===== src/rtl/ex_mem.sv =====
// ex_mem: EX->MEM pipeline register with a two-entry skid buffer.
// Latency: 1 cycle from accept to mem_valid (EMPTY, or BUSY with a drain).
// Backpressure: ex_ready = ~skid valid (registered, no mem_ready path); FULL holds both entries.
//
// Ports:
//   clk, rst            clock (rising edge), asynchronous active-low reset
//   flush               synchronous flush, clears both entries at the next edge
//   ex_valid/ex_ready   handshake from EX; ex_wd, ex_wreg, ex_wdata carry the result
//   mem_valid/mem_ready handshake to MEM; mem_wd, mem_wreg, mem_wdata present the main entry
//   fwd_wreg/fwd_wd/fwd_wdata  bypass to ID from the youngest valid entry
//
// Build option: define EX_MEM_FWD_EN to compile the forwarding path;
// without it the fwd_* ports remain and are tied to zero.

module ex_mem #(
  parameter int DATA_W = 32,
  parameter int REG_AW = 5
) (
  input  logic              clk,
  input  logic              rst,
  input  logic              flush,
  input  logic              ex_valid,
  input  logic [REG_AW-1:0] ex_wd,
  input  logic              ex_wreg,
  input  logic [DATA_W-1:0] ex_wdata,
  output logic              ex_ready,
  output logic              mem_valid,
  output logic [REG_AW-1:0] mem_wd,
  output logic              mem_wreg,
  output logic [DATA_W-1:0] mem_wdata,
  input  logic              mem_ready,
  output logic              fwd_wreg,
  output logic [REG_AW-1:0] fwd_wd,
  output logic [DATA_W-1:0] fwd_wdata
);

  typedef enum logic [1:0] {
    EMPTY = 2'd0,
    BUSY  = 2'd1,
    FULL  = 2'd2
  } state_t;

  state_t state, state_nxt;

  // Main entry drives MEM; skid catches the one result that arrives while
  // main is stalled, which is what lets ex_ready ignore mem_ready.
  logic              main_valid, skid_valid;
  logic [REG_AW-1:0] main_wd,    skid_wd;
  logic              main_wreg,  skid_wreg;
  logic [DATA_W-1:0] main_wdata, skid_wdata;

  logic main_valid_nxt, skid_valid_nxt;
  logic main_load_ex;    // main <- EX input
  logic main_load_skid;  // main <- skid entry
  logic skid_load_ex;    // skid <- EX input

  logic accept, drain;

  assign ex_ready = ~skid_valid;
  assign accept   = ex_valid & ex_ready;
  assign drain    = mem_valid & mem_ready;

  assign mem_valid = main_valid;
  assign mem_wd    = main_wd;
  assign mem_wdata = main_wdata;
  assign mem_wreg  = main_valid & main_wreg;

  // State register
  always_ff @(posedge clk or negedge rst) begin
    if (!rst) begin
      state <= EMPTY;
    end else begin
      state <= state_nxt;
    end
  end

  // Next-state and entry-load decode
  always_comb begin
    state_nxt      = state;
    main_valid_nxt = main_valid;
    skid_valid_nxt = skid_valid;
    main_load_ex   = 1'b0;
    main_load_skid = 1'b0;
    skid_load_ex   = 1'b0;

    case (state)
      EMPTY: begin
        if (accept) begin
          main_load_ex   = 1'b1;
          main_valid_nxt = 1'b1;
          state_nxt      = BUSY;
        end
      end
      BUSY: begin
        if (accept && drain) begin
          main_load_ex = 1'b1;
        end else if (accept) begin
          skid_load_ex   = 1'b1;
          skid_valid_nxt = 1'b1;
          state_nxt      = FULL;
        end else if (drain) begin
          main_valid_nxt = 1'b0;
          state_nxt      = EMPTY;
        end
      end
      FULL: begin
        // ex_ready is low here, so only a drain can move things.
        if (drain) begin
          main_load_skid = 1'b1;
          skid_valid_nxt = 1'b0;
          state_nxt      = BUSY;
        end
      end
      default: begin
        main_valid_nxt = 1'b0;
        skid_valid_nxt = 1'b0;
        state_nxt      = EMPTY;
      end
    endcase

    // Flush wins over everything, including a same-cycle accept or drain.
    // Payload fields are left as they are; only the valid bits drop.
    if (flush) begin
      main_valid_nxt = 1'b0;
      skid_valid_nxt = 1'b0;
      main_load_ex   = 1'b0;
      main_load_skid = 1'b0;
      skid_load_ex   = 1'b0;
      state_nxt      = EMPTY;
    end
  end

  // Main entry
  always_ff @(posedge clk or negedge rst) begin
    if (!rst) begin
      main_valid <= 1'b0;
      main_wd    <= '0;
      main_wreg  <= 1'b0;
      main_wdata <= '0;
    end else begin
      main_valid <= main_valid_nxt;
      if (main_load_ex) begin
        main_wd    <= ex_wd;
        main_wreg  <= ex_wreg;
        main_wdata <= ex_wdata;
      end else if (main_load_skid) begin
        main_wd    <= skid_wd;
        main_wreg  <= skid_wreg;
        main_wdata <= skid_wdata;
      end
    end
  end

  // Skid entry
  always_ff @(posedge clk or negedge rst) begin
    if (!rst) begin
      skid_valid <= 1'b0;
      skid_wd    <= '0;
      skid_wreg  <= 1'b0;
      skid_wdata <= '0;
    end else begin
      skid_valid <= skid_valid_nxt;
      if (skid_load_ex) begin
        skid_wd    <= ex_wd;
        skid_wreg  <= ex_wreg;
        skid_wdata <= ex_wdata;
      end
    end
  end

`ifdef EX_MEM_FWD_EN
  // Youngest valid entry wins: skid holds the newer result when present.
  always_comb begin
    fwd_wreg  = 1'b0;
    fwd_wd    = '0;
    fwd_wdata = '0;
    if (skid_valid) begin
      fwd_wreg  = skid_wreg;
      fwd_wd    = skid_wd;
      fwd_wdata = skid_wdata;
    end else if (main_valid) begin
      fwd_wreg  = main_wreg;
      fwd_wd    = main_wd;
      fwd_wdata = main_wdata;
    end
  end
`else
  assign fwd_wreg  = 1'b0;
  assign fwd_wd    = '0;
  assign fwd_wdata = '0;
`endif

endmodule


===== config.mk =====
export PLATFORM = sky130hd
export DESIGN_NAME = ex_mem
export DESIGN_NICKNAME = d
export VERILOG_FILES = /design/src/rtl/ex_mem.sv
export SDC_FILE = /design/constraint.sdc
export NUM_CORES = 1
export LEC_CHECK = 0
export BUFFER_PORTS_ARGS = -buffer_cell sky130_fd_sc_hd__buf_4
export CELL_PAD_IN_SITES_DETAIL_PLACEMENT = 0
export CELL_PAD_IN_SITES_GLOBAL_PLACEMENT = 1
export CORE_ASPECT_RATIO = 0.6
export CORE_UTILIZATION = 36
export CTS_CLUSTER_DIAMETER = 50
export DETAILED_ROUTE_END_ITERATION = 10
export PLACE_DENSITY = 0.77
export SLEW_MARGIN = 0
export SYNTH_ARGS = -nofsm -noshare
export SYNTH_HDL_FRONTEND = slang
export SYNTH_SLANG_ARGS = --single-unit

===== constraint.sdc =====
create_clock -name clk -period 1.5 [get_ports clk]
set_input_delay 0.15 -clock clk [delete_from_list [all_inputs] [get_ports clk]]
set_output_delay 0.15 -clock clk [all_outputs]
set_load 0.02 [all_outputs]

# [Yosys cells after proc, flatten, opt, wreduce, memory -nomap -nowiden]
# Cells that the tools add are included.
[op_classes] n_eq_ne=11 reduce_logical=6 n_bitwise=4 mux=32
[ops] cell="$mux 32" count=2
[ops] cell="$mux 1" count=18
[ops] cell="$ne 3x3->1 const B" count=6
[ops] cell="$mux 2" count=6
[ops] cell="$mux 5" count=2
[ops] cell="$reduce_and 4->1" count=2
[ops] cell="$pmux 1 s3" count=2
[ops] cell="$pmux 2 s3" count=1
[ops] cell="$reduce_and 5->1" count=1
[ops] cell="$ne 2x2->1 const B" count=2
[ops] cell="$ne 4x4->1 const B" count=1
[ops] cell="$and 1x1->1" count=3
[ops] cell="$eq 2x1->1 const B" count=1
[ops] cell="$eq 2x2->1 const B" count=1
[ops] cell="$logic_not 2->1" count=1
[ops] cell="$pmux 1 s2" count=1
[ops] cell="$reduce_bool 2->1" count=1
[ops] cell="$logic_and 1x1->1" count=1
[ops] cell="$not 1->1" count=1
[totals] wordCells=62 input_bits=43 reg_bits=80 out_inout_bits=78

# [Longest topological paths before layout]
[depth] ltp_word=7 depth_mapped=6 mapped_depth_nobuf=3

# [Least setup slack after synthesis]
# No wires, ideal clock.
[synth_path] kind="reg-to-reg" start="reg main_valid, in the netlist mem_valid" end="reg main_wreg" path_buffers=3 stages_incl_launch_ff=7 slack_ps=-167 period_less_slack_ps=1667 setup_ps=126 required_time_ps=1374 arrival_time_ps=1541 cell_sequence="dfrtp_1 > buf_2 > a21bo_1 > buf_2 > clkbuf_1 > and3_1 > a221o_1"
[synth_via] elab_chain_len=6 elab_cells_between_ends=10 cone_classes="mux (7); bitwise (1); reduce/logical (2)"
[synth_rtl] item="start: declaration" line="47" source="logic main_valid, skid_valid;"
[synth_rtl] item="start signal: assignment" line="141" source="main_valid <= main_valid_nxt;"
[synth_rtl] item="$and 1x1->1 *" line="61" source="assign drain = mem_valid & mem_ready;"
[synth_rtl] item="$logic_and 1x1->1" line="95" source="if (accept && drain) begin"
[synth_rtl] item="$mux 1" line="95"
[synth_rtl] item="$pmux 1 s2" line="86" source="case (state)"
[synth_rtl] item="$mux 1" line="123" source="if (flush) begin"
[synth_rtl] item="$mux 1 / $reduce_bool 2->1 (equally long branches)"
[synth_rtl] item="end signal: assignment" line="144" source="main_wreg <= ex_wreg;"
[synth_rtl] item="end signal: assignment" line="148" source="main_wreg <= skid_wreg;"
[synth_rtl] item="end: declaration" line="49" source="logic main_wreg, skid_wreg;"
# Mark *: on every way between the ends. The rest lies on a longest branch, timed or not.
# A chain may end at the register's enable or synchronous reset.

# [Worst setup path in the final report]
[layout_path] start="reg state[1]" end="reg skid_wdata[24]"
[layout_via] elab_chain_len=3
[layout_rtl] item="start: declaration" line="43" source="state_t state, state_nxt;"
[layout_rtl] item="start signal: assignment" line="73" source="state <= state_nxt;"
[layout_rtl] item="$eq 2x1->1" line="86"
[layout_rtl] item="$mux 1" line="86"
[layout_rtl] item="$mux 1" line="123"
[layout_rtl] item="end signal: assignment" line="166" source="skid_wdata <= ex_wdata;"
[layout_rtl] item="end: declaration" line="50" source="logic [DATA_W-1:0] main_wdata, skid_wdata;"
# No other way between the ends.

==> metrics.txt <==
# TYPE chip_impl_metric gauge
chip_impl_metric{name="power.total",unit="mW"} 8.543
chip_impl_metric{name="timing.max_slew.rel_slack",unit="%"} 60.89
chip_impl_metric{name="power_density",unit="nW/um^2"} 1652
chip_impl_metric{name="die_width",unit="um"} 133.7
chip_impl_metric{name="static-leakage-power",unit="nW"} 2.566
chip_impl_metric{name="syn_area",unit="sq um"} 3744
chip_impl_metric{name="timing.critical_path.fanout_max",unit=""} 8
chip_impl_metric{name="final_layout_size_suffix_gt1_share",unit="%"} 50.51
chip_impl_metric{name="routed-via-count",unit=""} 2601
chip_impl_info{name="worstReg2RegStart",value="state[1]$_DFFE_PN0P_"} 1
chip_impl_metric{name="hpwlAfterDp",unit="um"} 5727
chip_impl_metric{name="floorplan.initialDensity",unit="%"} 37.49
chip_impl_metric{name="first_pass_grt_wire_length",unit="um"} 13970
chip_impl_info{name="timing.critical_path.cells",value="nor4b_4 > buf_4 > nand2_8 > buf_12 > mux2_4"} 1
chip_impl_metric{name="synth_enable_flop_cells",unit=""} 0
chip_impl_metric{name="ys_types",unit=""} 34
chip_impl_metric{name="first_pass_iteration_count_of_the_detailed_router",unit=""} 4
chip_impl_metric{name="tritoncts.num_buffers",unit=""} 9
chip_impl_metric{name="final.period_utilization",unit="%"} 104.8
chip_impl_metric{name="clock_sink_count",unit=""} 80
chip_impl_info{name="critPathLaunchType",value="flip-flop"} 1
chip_impl_metric{name="ioPinCount",unit=""} 121
chip_impl_metric{name="die_y",unit="um"} 80.99
chip_impl_metric{name="antenna_violating_nets_post_route",unit=""} 0
chip_impl_metric{name="max_cap_viol_count",unit=""} 0
chip_impl_metric{name="ys_ff_latch",unit=""} 80
chip_impl_metric{name="floorplan.die_area",unit="sq um"} 10820
chip_impl_metric{name="worstPathRequired",unit="ps"} 1710
chip_impl_metric{name="nFillCells",unit=""} 839
chip_impl_metric{name="placeableCoreArea",unit="sq um"} 9985
chip_impl_metric{name="areaGrowthSynthToFinish",unit="%"} 38.14
chip_impl_metric{name="timing.final.max_slew_violations",unit=""} 0
chip_impl_metric{name="cp_slowest_stage_delay",unit="ps"} 410
chip_impl_info{name="commonest_cells_after_routing_fill_and_taps_aside",value="buf_4 (102), dfrtp_1 (79), a221o_1 (38), conb_1 (38)"} 1
chip_impl_metric{name="rows",unit=""} 28
chip_impl_metric{name="setup_viol",unit=""} 76
chip_impl_metric{name="timing_worst_slew_pin_value",unit="ps"} 585.2
chip_impl_info{name="timing.critical_path.max_delay_family",value="flip-flops"} 1
chip_impl_metric{name="synthesis.yosys.warnings",unit=""} 0
chip_impl_info{name="cts_tree",value="yes"} 1
chip_impl_metric{name="gp_routability_congestion",unit=""} 0.7633
chip_impl_info{name="layout.cells.most_common",value="buf_4"} 1
chip_impl_metric{name="final_period_minus_worst_setup_slack",unit="ps"} 1572
chip_impl_metric{name="achievable-frequency",unit="MHz"} 635.9
chip_impl_info{name="grt_setup_unrepaired",value="yes"} 1
chip_impl_info{name="cp-end-kind",value="flip-flop"} 1
chip_impl_metric{name="final.setup.worst_slack",unit="ps"} -72.46
chip_impl_info{name="crit_slowest_cell",value="dfrtp_1"} 1
chip_impl_metric{name="wire_per_inst",unit="um"} 17.40
chip_impl_metric{name="postSynthCellCount",unit=""} 281
chip_impl_metric{name="async_flop_share",unit="%"} 100.0
chip_impl_metric{name="h-tree-depth",unit=""} 3
chip_impl_info{name="worstHoldStart",value="flush"} 1
chip_impl_metric{name="detailedRoute.firstIterationViolations",unit=""} 139
chip_impl_metric{name="clock_insertion_delay_worst_skew",unit="ps"} 330
chip_impl_info{name="hold_path_class",value="in2reg"} 1
chip_impl_metric{name="port-buffer-count",unit=""} 82
chip_impl_metric{name="insertedDiodeCount",unit=""} 0
chip_impl_info{name="clockRootBuffer",value="clkbuf_16"} 1
chip_impl_metric{name="grt_usage",unit="%"} 17.19
chip_impl_info{name="startpoint",value="state[1]$_DFFE_PN0P_"} 1
chip_impl_metric{name="clock-skew-final",unit="ps"} 8.209
chip_impl_metric{name="postPlaceCellArea",unit="sq um"} 4618
chip_impl_metric{name="cts.reportedPaths.clkPinSlew",unit="ps"} 60
chip_impl_info{name="run_status",value="finished with violations"} 1
chip_impl_metric{name="avgViaCountPerCell",unit=""} 4.954
chip_impl_info{name="failed_checks",value="negative setup slack"} 1
chip_impl_metric{name="antenna_violations_before_repair",unit=""} 0
chip_impl_metric{name="grt_pass1_vias",unit=""} 2582
chip_impl_metric{name="setup_total_negative_slack",unit="ps"} -3742
chip_impl_metric{name="synth_seq_area_share",unit="%"} 53.48
chip_impl_metric{name="grt_overflow",unit=""} 0
chip_impl_info{name="worst-setup-path-type",value="reg2reg"} 1
chip_impl_metric{name="drcViolationCount",unit=""} 0
chip_impl_metric{name="path_buf_inv",unit=""} 2
chip_impl_metric{name="ir_worst_vdd",unit="uV"} 661.4
chip_impl_metric{name="postRouteWirelength",unit="um"} 9134
chip_impl_info{name="ys_dominant_reg_cell",value="dfrtp_1"} 1
chip_impl_metric{name="final_hold_viol_count",unit=""} 0
chip_impl_metric{name="cts_buffer_depth",unit=""} 2
chip_impl_metric{name="final_core_util",unit="%"} 51.79
chip_impl_metric{name="fin_area",unit="sq um"} 5171
chip_impl_metric{name="fin_nets",unit=""} 428
chip_impl_metric{name="arrival",unit="ps"} 1790
chip_impl_metric{name="syn-mean-instance-area",unit="sq um"} 13.32
chip_impl_metric{name="pin_count_of_the_biggest_net_entering_global_routing",unit=""} 37
## worst reg2reg max path, delay by kind of cell (launching register included)
kind          cells  cell delay, ps
flops             1             410
buf+inv           2             360
simple gates      2             390
mux               1             300
## cells in the mapped netlist (2+ instances only)
master / n / area [sq um]
a21oi_1: 3 / 15.01
a221o_1: 38 / 380.4
and3_1: 38 / 237.7
buf_2: 6 / 30.03
buf_4: 38 / 285.3
buf_6: 4 / 45.04
buf_8: 2 / 30.03
clkbuf_1: 6 / 22.52
clkbuf_2: 3 / 15.01
dfrtp_1: 80 / 2002
inv_1: 3 / 11.26
mux2_2: 18 / 202.7
mux2_4: 20 / 300.3
nand2_1: 2 / 7.510
## routing by layer
metal  up-vias  share of wire (%)  global-route usage, %
met1      1322                 46                  22.48
met3         7                7.9                  7.303
met4         0               0.72                  4.091
met2        80                 45                  26.41
li1       1192                  -                      -
met5         -                  0                      0
## cells by family after synthesis
group	share of synthesized area, %
mux	13.44
buf+inv	11.73
other cells	0.1002
flops	53.48
compound gates	12.63
simple gates	8.623
## flip-flops by register name, summed over array words and instances, names as in the netlist
name,count
skid_valid,1
mem_wdata,32
state,2
skid_wd,5
mem_wd,5
mem_valid,1
main_wreg,1
skid_wdata,32
skid_wreg,1
## worst paths after layout
| path | to | slack, ps | cells after the start |
|---|---|---|---|
| min | mem_valid$_DFFE_PN0P_ | 20 | 2 |
| max in group asynchronous | mem_wdata[13]$_DFFE_PN0P_ | 790 | 3 |
| max reg2reg | skid_wdata[24]$_DFFE_PN0P_ | -70 | 5 |
| min in group asynchronous | skid_wdata[17]$_DFFE_PN0P_ | 230 | 2 |
| min reg2reg | main_wreg$_DFFE_PN0P_ | 500 | 1 |
| max | skid_wdata[24]$_DFFE_PN0P_ | -70 | 5 |
## area by class of cell
class	instances	area (sq um)	share of cell area [%]
clock inverters	4	98.84	1.911
flip-flops and latches	80	2003	38.74
inverters	3	11.26	0.2178
clock buffers	12	256.5	4.960
well taps	135	168.9	3.266
repair buffers	114	1017	19.67
multi-input cells	177	1615	31.24
## where the power goes
part | switching, mW | leakage, nW | internal [mW]
combinational | 1.11 | 1.41 | 1.42
clock | 0.861 | 0.173 | 1.72
sequential | 0.477 | 0.982 | 2.95
## stage by stage
stage	hold slack, ps	setup WS (ps)	cells
2_1_floorplan	-145.6	-63.98	318
3_3_place_gp	23.33	-237.0	500
3_5_place_dp	20.62	-250.2	500
4_1_cts	12.37	-110.3	522
5_1_grt	15.91	-116.5	525
6_report	21.51	-72.46	525
## what timing repair did
| action | 4_1_cts | 5_1_grt |
|---|---|---|
| gates resized for setup | 8 | 7 |
| gates cloned | 3 | 2 |
| hold buffers | 1 | 0 |
| buffers inserted | 2 | 1 |
| hold endpoints to repair | 80 | 0 |
| pin swaps | 4 | 5 |
| endpoints found under the setup margin | 74 | 78 |
Note: power is estimated with default switching activity, not from simulation.
